$ cat src/rtl/ifetch_pkg.sv
// ifetch_pkg: shared widths and fetch FSM state encoding for the front end.
// Rev 1.0
`default_nettype none

package ifetch_pkg;

  localparam int DEF_ADDR_WIDTH  = 14;
  localparam int DEF_INSTR_WIDTH = 16;
  localparam int DEF_FIFO_DEPTH  = 4;

  localparam logic [1:0] IF_IDLE  = 2'd0;
  localparam logic [1:0] IF_WAIT  = 2'd1;
  localparam logic [1:0] IF_DRAIN = 2'd2;

  typedef enum logic [1:0] {
    ST_IDLE  = IF_IDLE,
    ST_WAIT  = IF_WAIT,
    ST_DRAIN = IF_DRAIN
  } if_state_t;

endpackage

`default_nettype wire

$ cat src/rtl/sync_fifo.sv
// sync_fifo: power-of-two synchronous FIFO with clear and occupancy count.
// Rev 1.0
`default_nettype none

module sync_fifo #(
  parameter int WIDTH = 30,
  parameter int DEPTH = 4
) (
  input  logic                       i_clk,
  input  logic                       i_rst_n,
  input  logic                       i_push,
  input  logic                       i_pop,
  input  logic                       i_clear,
  input  logic [WIDTH-1:0]           i_wdata,
  output logic [WIDTH-1:0]           o_rdata,
  output logic [$clog2(DEPTH):0]     o_count
);

  localparam int PW = $clog2(DEPTH);
  localparam int CW = PW + 1;

  logic [WIDTH-1:0] r_mem [DEPTH];
  logic [PW-1:0]    r_wr_ptr;
  logic [PW-1:0]    r_rd_ptr;
  logic [CW-1:0]    r_count;

  // Clear dominates so a same-cycle push or pop is ignored.
  always_ff @(posedge i_clk or negedge i_rst_n) begin
    if (!i_rst_n) begin
      r_wr_ptr <= '0;
      r_rd_ptr <= '0;
      r_count  <= '0;
    end else if (i_clear) begin
      r_wr_ptr <= '0;
      r_rd_ptr <= '0;
      r_count  <= '0;
    end else begin
      if (i_push) r_wr_ptr <= r_wr_ptr + PW'(1);
      if (i_pop)  r_rd_ptr <= r_rd_ptr + PW'(1);
      case ({i_push, i_pop})
        2'b10:   r_count <= r_count + CW'(1);
        2'b01:   r_count <= r_count - CW'(1);
        default: r_count <= r_count;
      endcase
    end
  end

  always_ff @(posedge i_clk) begin
    if (i_push && !i_clear) r_mem[r_wr_ptr] <= i_wdata;
  end

  // Storage is not reset; gating on occupancy keeps the head at zero when empty.
  assign o_rdata = (r_count != '0) ? r_mem[r_rd_ptr] : '0;
  assign o_count = r_count;

endmodule

`default_nettype wire

$ cat src/rtl/ifetch_unit.sv
// ifetch_unit: one-outstanding-request fetch engine feeding a decode FIFO.
// Rev 1.0
`default_nettype none

module ifetch_unit
  import ifetch_pkg::*;
#(
  parameter int ADDR_WIDTH  = DEF_ADDR_WIDTH,
  parameter int INSTR_WIDTH = DEF_INSTR_WIDTH,
  parameter int DEPTH       = DEF_FIFO_DEPTH
) (
  input  logic                   i_clk,
  input  logic                   i_rst_n,
  input  logic [ADDR_WIDTH-1:0]  i_pc,
  input  logic                   i_pc_valid,
  output logic                   o_pc_ready,
  output logic                   o_mem_req,
  output logic [ADDR_WIDTH-1:0]  o_mem_addr,
  input  logic                   i_mem_ack,
  input  logic [INSTR_WIDTH-1:0] i_mem_rdata,
  input  logic                   i_flush,
  output logic                   o_instr_valid,
  output logic [INSTR_WIDTH-1:0] o_instr,
  output logic [ADDR_WIDTH-1:0]  o_instr_pc,
  input  logic                   i_instr_ready
);

  localparam int FW = ADDR_WIDTH + INSTR_WIDTH;
  localparam int CW = $clog2(DEPTH) + 1;

  if_state_t             r_state;
  if_state_t             w_state_nxt;
  logic                  r_mem_req;
  logic                  w_mem_req_nxt;
  logic [ADDR_WIDTH-1:0] r_mem_addr;
  logic [ADDR_WIDTH-1:0] w_mem_addr_nxt;
  logic                  w_push;
  logic                  w_pop;
  logic [FW-1:0]         w_fifo_rdata;
  logic [CW-1:0]         w_count;

  assign o_pc_ready    = (r_state == ST_IDLE) && (w_count < CW'(DEPTH)) && !i_flush;
  assign o_instr_valid = (w_count != '0);
  assign w_pop         = o_instr_valid && i_instr_ready && !i_flush;

  always_ff @(posedge i_clk or negedge i_rst_n) begin
    if (!i_rst_n) begin
      r_state    <= ST_IDLE;
      r_mem_req  <= 1'b0;
      r_mem_addr <= '0;
    end else begin
      r_state    <= w_state_nxt;
      r_mem_req  <= w_mem_req_nxt;
      r_mem_addr <= w_mem_addr_nxt;
    end
  end

  always_comb begin
    w_state_nxt    = r_state;
    w_mem_req_nxt  = r_mem_req;
    w_mem_addr_nxt = r_mem_addr;
    w_push         = 1'b0;
    case (r_state)
      ST_IDLE: begin
        if (i_pc_valid && o_pc_ready) begin
          w_state_nxt    = ST_WAIT;
          w_mem_req_nxt  = 1'b1;
          w_mem_addr_nxt = i_pc;
        end
      end
      ST_WAIT: begin
        if (i_mem_ack) begin
          w_state_nxt   = ST_IDLE;
          w_mem_req_nxt = 1'b0;
          w_push        = !i_flush;
        end else if (i_flush) begin
          // The request cannot be withdrawn; swallow its eventual ack.
          w_state_nxt = ST_DRAIN;
        end
      end
      ST_DRAIN: begin
        if (i_mem_ack) begin
          w_state_nxt   = ST_IDLE;
          w_mem_req_nxt = 1'b0;
        end
      end
      default: begin
        w_state_nxt   = ST_IDLE;
        w_mem_req_nxt = 1'b0;
      end
    endcase
  end

  sync_fifo #(
    .WIDTH (FW),
    .DEPTH (DEPTH)
  ) u_fifo (
    .i_clk   (i_clk),
    .i_rst_n (i_rst_n),
    .i_push  (w_push),
    .i_pop   (w_pop),
    .i_clear (i_flush),
    .i_wdata ({r_mem_addr, i_mem_rdata}),
    .o_rdata (w_fifo_rdata),
    .o_count (w_count)
  );

  assign o_mem_req  = r_mem_req;
  assign o_mem_addr = r_mem_addr;
  assign o_instr_pc = w_fifo_rdata[FW-1:INSTR_WIDTH];
  assign o_instr    = w_fifo_rdata[INSTR_WIDTH-1:0];

endmodule

`default_nettype wire

$ cat config.mk
export PLATFORM = sky130hd
export DESIGN_NAME = ifetch_unit
export DESIGN_NICKNAME = d
export VERILOG_FILES = /design/src/rtl/ifetch_pkg.sv /design/src/rtl/sync_fifo.sv /design/src/rtl/ifetch_unit.sv
export SDC_FILE = /design/constraint.sdc
export NUM_CORES = 1
export LEC_CHECK = 0
export ABC_AREA = 1
export BUFFER_PORTS_ARGS = -buffer_cell sky130_fd_sc_hd__buf_2
export CAP_MARGIN = 20
export CORE_MARGIN = 2
export CORE_UTILIZATION = 39
export CTS_BUF_LIST = sky130_fd_sc_hd__clkbuf_8
export CTS_CLUSTER_DIAMETER = 150
export DETAILED_ROUTE_END_ITERATION = 8
export PLACE_DENSITY_LB_ADDON = 0.3
export SLEW_MARGIN = 20
export SYNTH_ARGS = -nofsm -noshare
export SYNTH_HDL_FRONTEND = slang
export SYNTH_SLANG_ARGS = --single-unit
$ cat constraint.sdc
create_clock -name i_clk -period 5.3 [get_ports i_clk]
set_clock_uncertainty 0.05 [all_clocks]
set_input_delay 0.795 -clock i_clk [delete_from_list [all_inputs] [get_ports i_clk]]
set_output_delay 0.795 -clock i_clk [all_outputs]
set_load 0.02 [all_outputs]
==> flow_metrics.env <==
export IMPL_status="finished, final reports clean"
export IMPL_fillers=1350
export IMPL_num_io_pins=83
export IMPL_cellLeakagePower_uw=0.002724
export IMPL_grt_setup_unrepaired="false"
export IMPL_p_per_area_mw_per_mm2=492.0
export IMPL_synth_nets=547
export IMPL_fin_nets=627
export IMPL_start_kind="flip-flop"
export IMPL_cp_max_fo=61
export IMPL_vias=3826
export IMPL_path_class="flip-flop to output pin"
export IMPL_core_area_sq_mm=0.01464
export IMPL_grt_pass1_vias=3799
export IMPL_min_period_over_period_pct=58.11
export IMPL_grt_overflow_total=0
export IMPL_slew_limit_headroom_pct=33.43
export IMPL_holdBufCountCts=0
export IMPL_worstPathCellList="inv_2 > o21ai_0 > a21oi_1 > buf_2"
export IMPL_cts_tree="built"
export IMPL_setup_violations=0
export IMPL_insertion_delay_ns=0.42
export IMPL_crit_arrival_ns=2.23
export IMPL_cts_sinks=144
export IMPL_fmax_mhz=324.7
export IMPL_crit_slowest_cell="inv_2"
export IMPL_critPathMaxStageDelay_ns=0.65
export IMPL_postCtsSetupRepairBufs=0
export IMPL_clkSlewWorstSetupHoldPaths_ns=0.08
export IMPL_yosys_register_bits=144
export IMPL_cts_resized=0
export IMPL_max_cap_violations=0
export IMPL_worst_path_buf_inv=2
export IMPL_power_uw=3373
export IMPL_peakVddDrop_uv=247.1
export IMPL_grt_max_degree=62
export IMPL_setup_tns_ns=0
export IMPL_final_common_cell="nor2_1"
export IMPL_grt_usage_pct=16.18
export IMPL_hpwl_mm=7.295
export IMPL_die_area_sq_mm=0.01606
export IMPL_seqCellArea_sq_mm=0.004205
export IMPL_cts_root_buf="clkbuf_8"
export IMPL_die_y_um=126.7
export IMPL_worst_hold_path_type="input port to asynchronous set/reset pin"
export IMPL_grt_pass1_wl_mm=19.90
export IMPL_synth_warnings=0
export IMPL_cp_data_required_time_ns=4.45
export IMPL_rows=44
export IMPL_fin_crit_ns=3.080
export IMPL_ys_seq_area_share_pct=71.55
export IMPL_clock_path_buffers=2
export IMPL_layout_common_cells="nor2_1 (121), edfxtp_1 (120), buf_2 (82)"
export IMPL_wl_per_cell_um=16.08
export IMPL_worst_pin_slew_ns=0.9963
export IMPL_drtAntennaViolNets=0
export IMPL_multi_input_area_sq_mm=0.001500
export IMPL_antenna_found_initial=0
export IMPL_drv_slew=0
export IMPL_end_kind="output pin"
export IMPL_dr_pass1_iters=4
export IMPL_drive_above_1_share_pct=21.89
export IMPL_ys_types=24
export IMPL_wl_mm=12.51
export IMPL_portBuffers=82
export IMPL_htree_levels=4
export IMPL_finalHoldViolCount=0
export IMPL_netlist_area_sq_mm=0.005876
export IMPL_crit_family="buffers and inverters"
export IMPL_cts_buffers=17
export IMPL_drc=0
export IMPL_die_width_um=126.7
export IMPL_syn2layout_area_growth_pct=16.67
export IMPL_place_congestion=0.7341
export IMPL_n_antenna_cell=0
export IMPL_syn_mean_instance_area_sq_um=11.70
export IMPL_vias_per_cell=4.918
export IMPL_start_util_pct=40.12
export IMPL_initialDrtViolationCount=435
export IMPL_syn_inst=502
metrics by stage:
stage	utilization [%]	hold WS (ns)	instance area (sq um)	setup WS (ns)	instances
floorplan	-	0.4341	5876	2.530	502
finish	46.81	0.3032	6855	2.220	778
global route	46.81	0.3211	6855	1.989	778
global placement	44.05	0.4374	6451	2.328	746
CTS	46.68	0.2985	6835	2.185	777
detailed placement	44.05	0.4376	6451	2.624	746
flip-flops by register name (all words and copies together), names as in the netlist:
register	cells
o_mem_addr	14
o_mem_req	1
r_state	2
u_fifo.o_count	3
u_fifo.r_mem	120
u_fifo.r_rd_ptr	2
u_fifo.r_wr_ptr	2
cells by family after synthesis:
| group | count (synthesis) | synth area share [%] |
|---|---|---|
| fa+ha+maj | 9 | 2.044 |
| flops | 144 | 71.55 |
| compound gates | 103 | 8.901 |
| xor+xnor | 1 | 0.1491 |
| buf+inv | 47 | 3.428 |
| simple gates | 198 | 13.93 |
final timing paths:
kind | slack [ns] | endpoint | cells past startpoint | from
max in group asynchronous | 4.50 | u_fifo.r_rd_ptr[0] | 1 | i_rst_n
min | 0.30 | r_state[0] | 1 | i_rst_n
min in group i_clk | 0.46 | o_mem_req | 2 | o_mem_req
max | 2.22 | o_instr_pc[13] | 4 | u_fifo.r_rd_ptr[0]
max reg2reg | 2.86 | u_fifo.r_mem[1][2] | 6 | r_state[1]
min reg2reg | 0.46 | o_mem_req | 2 | o_mem_req
routing by layer:
layer / vias up / track usage (%) / part of all wire [%]
met3: 2 / 4.639 / 6.2
met5: - / 0 / 0
met2: 108 / 26.14 / 48
met1: 1828 / 21.79 / 46
li1: 1888 / - / -
met4: 0 / 4.008 / 0.32
cells in the mapped netlist:
library cell  number  area [sq um]
nor2_1           125         469.2
edfxtp_1         120          3603
o21ai_0           60         300.3
nand2_1           46         172.7
a21oi_1           33         165.2
dfrtp_1           24         600.6
inv_1             19         71.32
nand3_1           19         95.09
clkbuf_1          12         45.04
buf_2             11         55.05
ha_1               8         100.1
o21ai_1            8         40.04
inv_2              3         11.26
nand2_4            3         33.78
nand2_2            2         12.51
a21oi_2            1         8.760
buf_4              1         7.510
buf_6              1         11.26
fa_1               1         20.02
nand3_4            1         17.52
nand4_1            1         6.260
nor2_4             1         11.26
o21ai_2            1         8.760
xnor2_1            1         8.760
layout make-up:
cell class	count	area share, %
Inverter	22	1.205
Clock inverter	14	2.190
Timing Repair Buffer	86	6.607
Multi-Input combinational cell	311	21.88
Clock buffer	17	3.413
Sequential cell	144	61.34
Tap cell	184	3.358
power breakdown:
group | switching, uW | leakage, uW | internal [uW]
sequential | 126 | 0.00139 | 1410
clock | 394 | 0.000193 | 454
combinational | 703 | 0.00114 | 282
total | 1220 | 0.00272 | 2150
(Power assumes the default switching activity.)
